--- src/rtl/cmp_pkg.sv ---
// cmp_pkg: shared types and sizing helpers for the time-multiplexed compare
// engine (cmp_slice_sched) and its comparator slice (cmp3_slice).
//   cmp_state_e : scheduler FSM states
//   cmp_res_t   : one-hot {lt, eq, gt} compare outcome, also the cascade carry
//   CMP_EQ      : "equal so far" value that seeds the cascade
//   num_chunks  : ceiling of operand width over slice width
package cmp_pkg;

  localparam int CMP_DATA_W  = 8;
  localparam int CMP_SLICE_W = 3;

  typedef enum logic [1:0] {
    IDLE = 2'd0,
    RUN  = 2'd1,
    DONE = 2'd2
  } cmp_state_e;

  typedef struct packed {
    logic lt;
    logic eq;
    logic gt;
  } cmp_res_t;

  localparam cmp_res_t CMP_EQ = '{lt: 1'b0, eq: 1'b1, gt: 1'b0};

  function automatic int num_chunks(input int data_w, input int slice_w);
    return (data_w + slice_w - 1) / slice_w;
  endfunction

endpackage

--- src/rtl/cmp3_slice.sv ---
// cmp3_slice: combinational SLICE_W-bit magnitude comparator with cascade.
// Chunks are fed least-significant first, so a more significant chunk that
// differs overrides whatever was carried in; equal chunks pass the carry.
// Ports:
//   a, b  : operand chunks
//   cin   : {lt, eq, gt} result of the less significant chunks
//   cout  : {lt, eq, gt} result including this chunk
module cmp3_slice
  import cmp_pkg::*;
#(
  parameter int SLICE_W = CMP_SLICE_W
) (
  input  logic [SLICE_W-1:0] a,
  input  logic [SLICE_W-1:0] b,
  input  cmp_res_t           cin,
  output cmp_res_t           cout
);

  always_comb begin
    cout = cin;
    if (a < b) begin
      cout = '{lt: 1'b1, eq: 1'b0, gt: 1'b0};
    end else if (a > b) begin
      cout = '{lt: 1'b0, eq: 1'b0, gt: 1'b1};
    end
  end

endmodule

--- src/rtl/cmp_slice_sched.sv ---
// cmp_slice_sched: two-requester magnitude compare engine built around one
// shared SLICE_W-bit comparator slice. A round-robin arbiter accepts one
// operand pair at a time; the FSM then walks the slice over the chunks,
// least significant first, and returns {lt, eq, gt} with the owner id over a
// valid/ready handshake.
// Ports:
//   clk, rst                      : clock, synchronous active-high reset
//   reqN_valid/ready/a/b (N=0,1)  : operand request channels
//   res_valid/ready               : result handshake
//   res_id                        : requester that owns the result
//   res_lt/res_eq/res_gt          : one-hot compare outcome (A vs B)
//   busy                          : high while a compare is in flight or held
// Build option:
//   CMP_SIGNED_EN : treat operands as two's complement (MSB inverted at latch)
module cmp_slice_sched
  import cmp_pkg::*;
#(
  parameter int DATA_W  = CMP_DATA_W,
  parameter int SLICE_W = CMP_SLICE_W
) (
  input  logic              clk,
  input  logic              rst,
  input  logic              req0_valid,
  output logic              req0_ready,
  input  logic [DATA_W-1:0] req0_a,
  input  logic [DATA_W-1:0] req0_b,
  input  logic              req1_valid,
  output logic              req1_ready,
  input  logic [DATA_W-1:0] req1_a,
  input  logic [DATA_W-1:0] req1_b,
  output logic              res_valid,
  input  logic              res_ready,
  output logic              res_id,
  output logic              res_lt,
  output logic              res_eq,
  output logic              res_gt,
  output logic              busy
);

  localparam int NUM_CHUNKS = num_chunks(DATA_W, SLICE_W);
  localparam int PAD_W      = NUM_CHUNKS * SLICE_W;
  localparam int PAD        = PAD_W - DATA_W;
  localparam int CIDX_W     = (NUM_CHUNKS > 1) ? $clog2(NUM_CHUNKS) : 1;
  localparam logic [CIDX_W-1:0] LAST_IDX = CIDX_W'(NUM_CHUNKS - 1);

  cmp_state_e        state;
  logic              last_grant;
  logic [CIDX_W-1:0] chunk_idx;
  cmp_res_t          carry;

  logic [PAD_W-1:0]  opa_p0;
  logic [PAD_W-1:0]  opb_p0;
  logic              own_p0;

  logic              gnt;
  logic              accept;
  logic [DATA_W-1:0] a_sel;
  logic [DATA_W-1:0] b_sel;
  logic [DATA_W-1:0] a_in;
  logic [DATA_W-1:0] b_in;
  logic [SLICE_W-1:0] a_chunk;
  logic [SLICE_W-1:0] b_chunk;
  cmp_res_t          slice_out;

  // Round-robin: on a tie the requester that did not win last time is granted.
  always_comb begin
    gnt = 1'b0;
    if (req0_valid && req1_valid) begin
      gnt = ~last_grant;
    end else if (req1_valid) begin
      gnt = 1'b1;
    end
  end

  assign req0_ready = (state == IDLE) && !rst && req0_valid && !gnt;
  assign req1_ready = (state == IDLE) && !rst && req1_valid &&  gnt;
  assign accept     = req0_ready || req1_ready;
  assign busy       = (state == RUN) || (state == DONE);

  assign a_sel = gnt ? req1_a : req0_a;
  assign b_sel = gnt ? req1_b : req0_b;

`ifdef CMP_SIGNED_EN
  // Flipping the sign bit maps two's complement order onto unsigned order.
  assign a_in = {~a_sel[DATA_W-1], a_sel[DATA_W-2:0]};
  assign b_in = {~b_sel[DATA_W-1], b_sel[DATA_W-2:0]};
`else
  assign a_in = a_sel;
  assign b_in = b_sel;
`endif

  // Stage p0: operands latched on accept, zero-padded at the LSB end so that
  // every chunk is a full slice wide.
  always_ff @(posedge clk) begin
    if (accept) begin
      opa_p0 <= PAD_W'(a_in) << PAD;
      opb_p0 <= PAD_W'(b_in) << PAD;
      own_p0 <= gnt;
    end
  end

  assign a_chunk = opa_p0[int'(chunk_idx) * SLICE_W +: SLICE_W];
  assign b_chunk = opb_p0[int'(chunk_idx) * SLICE_W +: SLICE_W];

  cmp3_slice #(
    .SLICE_W (SLICE_W)
  ) u_slice (
    .a    (a_chunk),
    .b    (b_chunk),
    .cin  (carry),
    .cout (slice_out)
  );

  // Stage p1: one chunk per RUN cycle, carry registered between passes.
  always_ff @(posedge clk) begin
    if (rst) begin
      state      <= IDLE;
      res_valid  <= 1'b0;
      res_id     <= 1'b0;
      res_lt     <= 1'b0;
      res_eq     <= 1'b1;
      res_gt     <= 1'b0;
      last_grant <= 1'b1;
      chunk_idx  <= '0;
      carry      <= CMP_EQ;
    end else begin
      case (state)
        IDLE: begin
          if (accept) begin
            last_grant <= gnt;
            chunk_idx  <= '0;
            carry      <= CMP_EQ;
            state      <= RUN;
          end
        end
        RUN: begin
          carry     <= slice_out;
          chunk_idx <= chunk_idx + CIDX_W'(1);
          if (chunk_idx == LAST_IDX) begin
            res_lt    <= slice_out.lt;
            res_eq    <= slice_out.eq;
            res_gt    <= slice_out.gt;
            res_id    <= own_p0;
            res_valid <= 1'b1;
            state     <= DONE;
          end
        end
        DONE: begin
          if (res_valid && res_ready) begin
            res_valid <= 1'b0;
            state     <= IDLE;
          end
        end
        default: state <= IDLE;
      endcase
    end
  end

endmodule

--- config.mk ---
export PLATFORM = sky130hd
export DESIGN_NAME = cmp_slice_sched
export DESIGN_NICKNAME = d
export VERILOG_FILES = /design/src/rtl/cmp_pkg.sv /design/src/rtl/cmp3_slice.sv /design/src/rtl/cmp_slice_sched.sv
export SDC_FILE = /design/constraint.sdc
export NUM_CORES = 1
export LEC_CHECK = 0
export CAP_MARGIN = 5
export CORE_UTILIZATION = 38
export DETAILED_ROUTE_END_ITERATION = 6
export PLACE_DENSITY = 0.75
export RECOVER_POWER = 100
export SYNTH_ARGS = -nofsm -noshare
export SYNTH_HDL_FRONTEND = slang
export SYNTH_SLANG_ARGS = --single-unit
--- constraint.sdc ---
create_clock -name clk -period 3.24 [get_ports clk]
set_input_delay 0.648 -clock clk [delete_from_list [all_inputs] [get_ports clk]]
set_output_delay 0.648 -clock clk [all_outputs]
set_load 0.01 [all_outputs]
==> reports/results.ini <==
[sta]
setup_violations=0
rsz0062_at_grt=false
tns_ps=0
fin_crit_sh_pct=92.8
skew_ps=5.62
slew_viol_final=0
slew_headroom_pct=37.5
fin_crit_ps=3010
tightest_slew_ps=938
hold_viol_final=0
final.setup.worst_slack_ps=234
fmax_mhz=333
holdWs_ps=454

[finish]
diodes=0
fillers=312
fin_area_sq_mm=0.00212
areaGrowthSynthToFinish_pct=35.3
drive_above_1_share_pct=12.0
num-nets-final=235

[drt]
dr.pass1.iters=4
vias_per_cell=5.17
wl_per_cell_um=13.0
dr_total_vias=1236
routed_wl_mm=3.10
ant_nets=0
drc=0
drt_iter0_drc=60

[placed_design]
placed_area_sq_mm=0.00206
place_congestion=0.775
dpl_worst_slack_ps=371
portBuffers=44
dp_hpwl_mm=2.34

[worst_setup_path]
worst_setup_path_start_kind=primary input
critPathCaptureType=output port
critical_path_class=primary input to output port
crit_fanout=4
reg2regPathDepth=7
required_ps=2590
worstPathArrival_ps=2360

[synthesis]
synthTopCellsByArea=edfxtp_1, dfxtp_1, mux2_2, ha_1, mux2i_1
synth_edf_count=17
yosysWarnings=0
yosys.area.top_type=edfxtp_1
ys_seq_area_share_pct=49.1
async_flop_share_pct=0
synth_nets=188
yosys_most_used_dff=edfxtp_1
ys_ff_latch=30
synthCells=143
syn_area_per_cell_sq_um=11.0
yosys.area.top_type_share_pct=32.5
synth_area_sq_mm=0.00157
ys_types=38

[outcome]
status=completed

[die]
start_util_pct=41.3
rows=22
core_region_area_sq_mm=0.00380
dieHeight_um=66.3
fp.dieArea_sq_mm=0.00439
die_w_um=66.3
io_pins=45

[clock_tree]
clock_path_buffers=2
tritoncts=built
holdBufCountCts=0
postCtsSetupBuffers=0
cts_made_buffers=5
postCtsResizedCells=0
clock_latency_ps=270
root_buffer=clkbuf_8
clk_pin_slew_ps=60
h-tree-depth=2
clock-sinks=30

[grt]
grt_use_total_pct=15.7
antenna_found_initial=0
grt_pass1_vias=1184
grt_max_degree=18
grt_pass1_wl_mm=5.00
overflow=0

[hold_path]
hp-class=flop to flop
holdPathStages=2

[power_and_ir_drop]
cellPowerDensity_mw_per_mm2=626
leakage_nw=0.785
p_total_mw=1.33
irDropWorstVdd_mv=0.251

[flow_run]
cap_violations=0

[state kept, by name, indices dropped and copies added (netlist names)]
signal	cells
res_lt	1
res_valid	1
res_id	1
res_eq	1
own_p0	1
opa_p0	8
carry	3
chunk_idx	2
opb_p0	8
state	2
res_gt	1
last_grant	1
[routing by layer]
layer	up-vias	global-route usage (%)	part of all wire, %	wire length, um
li1	607	-	-	-
met3	7	5.34	5.1	157
met2	47	29.0	53	1660
met1	575	15.6	39	1220
met5	-	0	0	0
met4	0	7.45	2.3	72
[placed cells by master, fill, tap and decap left out]
| cell | Yosys | final |
|---|---|---|
| nor2b_1 | 1 | 1 |
| and3_1 | 1 | 1 |
| dfxtp_1 | 13 | 13 |
| mux2_2 | 16 | 15 |
| a222oi_1 | 1 | 1 |
| nor2_1 | 14 | 14 |
| a2111oi_0 | 0 | 1 |
| nand3b_1 | 1 | 1 |
| clkbuf_1 | 1 | 5 |
| nand4b_1 | 1 | 1 |
| nor3b_1 | 2 | 2 |
| buf_4 | 1 | 1 |
| a22o_1 | 1 | 1 |
| nand3_1 | 2 | 2 |
| inv_1 | 8 | 9 |
| a21boi_0 | 1 | 1 |
| mux2_1 | 0 | 1 |
| a21boi_2 | 1 | 1 |
| nand4_1 | 1 | 1 |
| a21oi_1 | 12 | 12 |
| a22oi_1 | 2 | 2 |
| edfxtp_1 | 17 | 17 |
| a221oi_1 | 1 | 1 |
| o211ai_1 | 1 | 1 |
| dlygate4sd3_1 | 0 | 8 |
| a21o_1 | 1 | 1 |
| mux2i_1 | 8 | 8 |
| o21ai_0 | 3 | 3 |
| nand2_1 | 9 | 9 |
| ha_1 | 8 | 8 |
| clkdlybuf4s50_1 | 0 | 36 |
| a31oi_1 | 1 | 1 |
| o21bai_1 | 1 | 1 |
| clkbuf_8 | 0 | 5 |
| nand2b_1 | 3 | 3 |
| or2_2 | 1 | 1 |
| o311ai_0 | 0 | 1 |
| a2bb2oi_1 | 1 | 1 |
[stage by stage]
stage	cells	utilization, %
CTS	239	56.3
global route	239	55.9
floorplan	143	-
global placement	231	54.2
finish	239	55.9
detailed placement	231	54.2
[final cells by class]
type                            instances  area (sq um)  share of cell area [%]
Multi-Input combinational cell         97           723                    34.1
Clock buffer                            8          80.1                    3.77
Tap cell                               48          60.1                    2.83
Timing Repair Buffer                   47           455                    21.4
Sequential cell                        30           771                    36.3
Inverter                                9          33.8                    1.59
[synthesized netlist by cell type, drive strengths merged, types with 2 or more instances]
| cell | count |
|---|---|
| a21oi | 12 |
| clkbuf | 2 |
| a21boi | 2 |
| nand2b | 3 |
| a22oi | 2 |
| o21ai | 3 |
| nor3b | 2 |
| nor2 | 14 |
| mux2 | 16 |
| nand2 | 9 |
| dfxtp | 13 |
| edfxtp | 17 |
| ha | 8 |
| nand3 | 2 |
| inv | 9 |
| buf | 5 |
| mux2i | 8 |
[logic make-up after synthesis]
logic type               after synthesis  share of synthesized area [%]
AND/OR/NAND/NOR                       36                           10.9
flip-flops                            30                           49.1
AO/OA/AOI/OAI                         29                           12.6
multiplexers                          24                           16.6
buffers and inverters                 16                           4.38
adder cells (fa/ha/maj)                8                           6.38
[worst max-delay path, cell delays in order]
cell and delay (ps):
dlygate4sd3_1 600, a21boi_0 320, nor3b_1 220, clkdlybuf4s50_1 570
[power by group]
part	switching [mW]	internal, mW
clock network	0.124	0.152
registers	0.0425	0.494
logic	0.279	0.237
[final timing paths]
check	from	end	slack, ps
min	res_gt	res_gt	450
min reg2reg	res_gt	res_gt	450
max	req1_valid	req1_ready	230
max reg2reg	chunk_idx[1]	carry[0]	880
(Power assumes the default switching activity.)
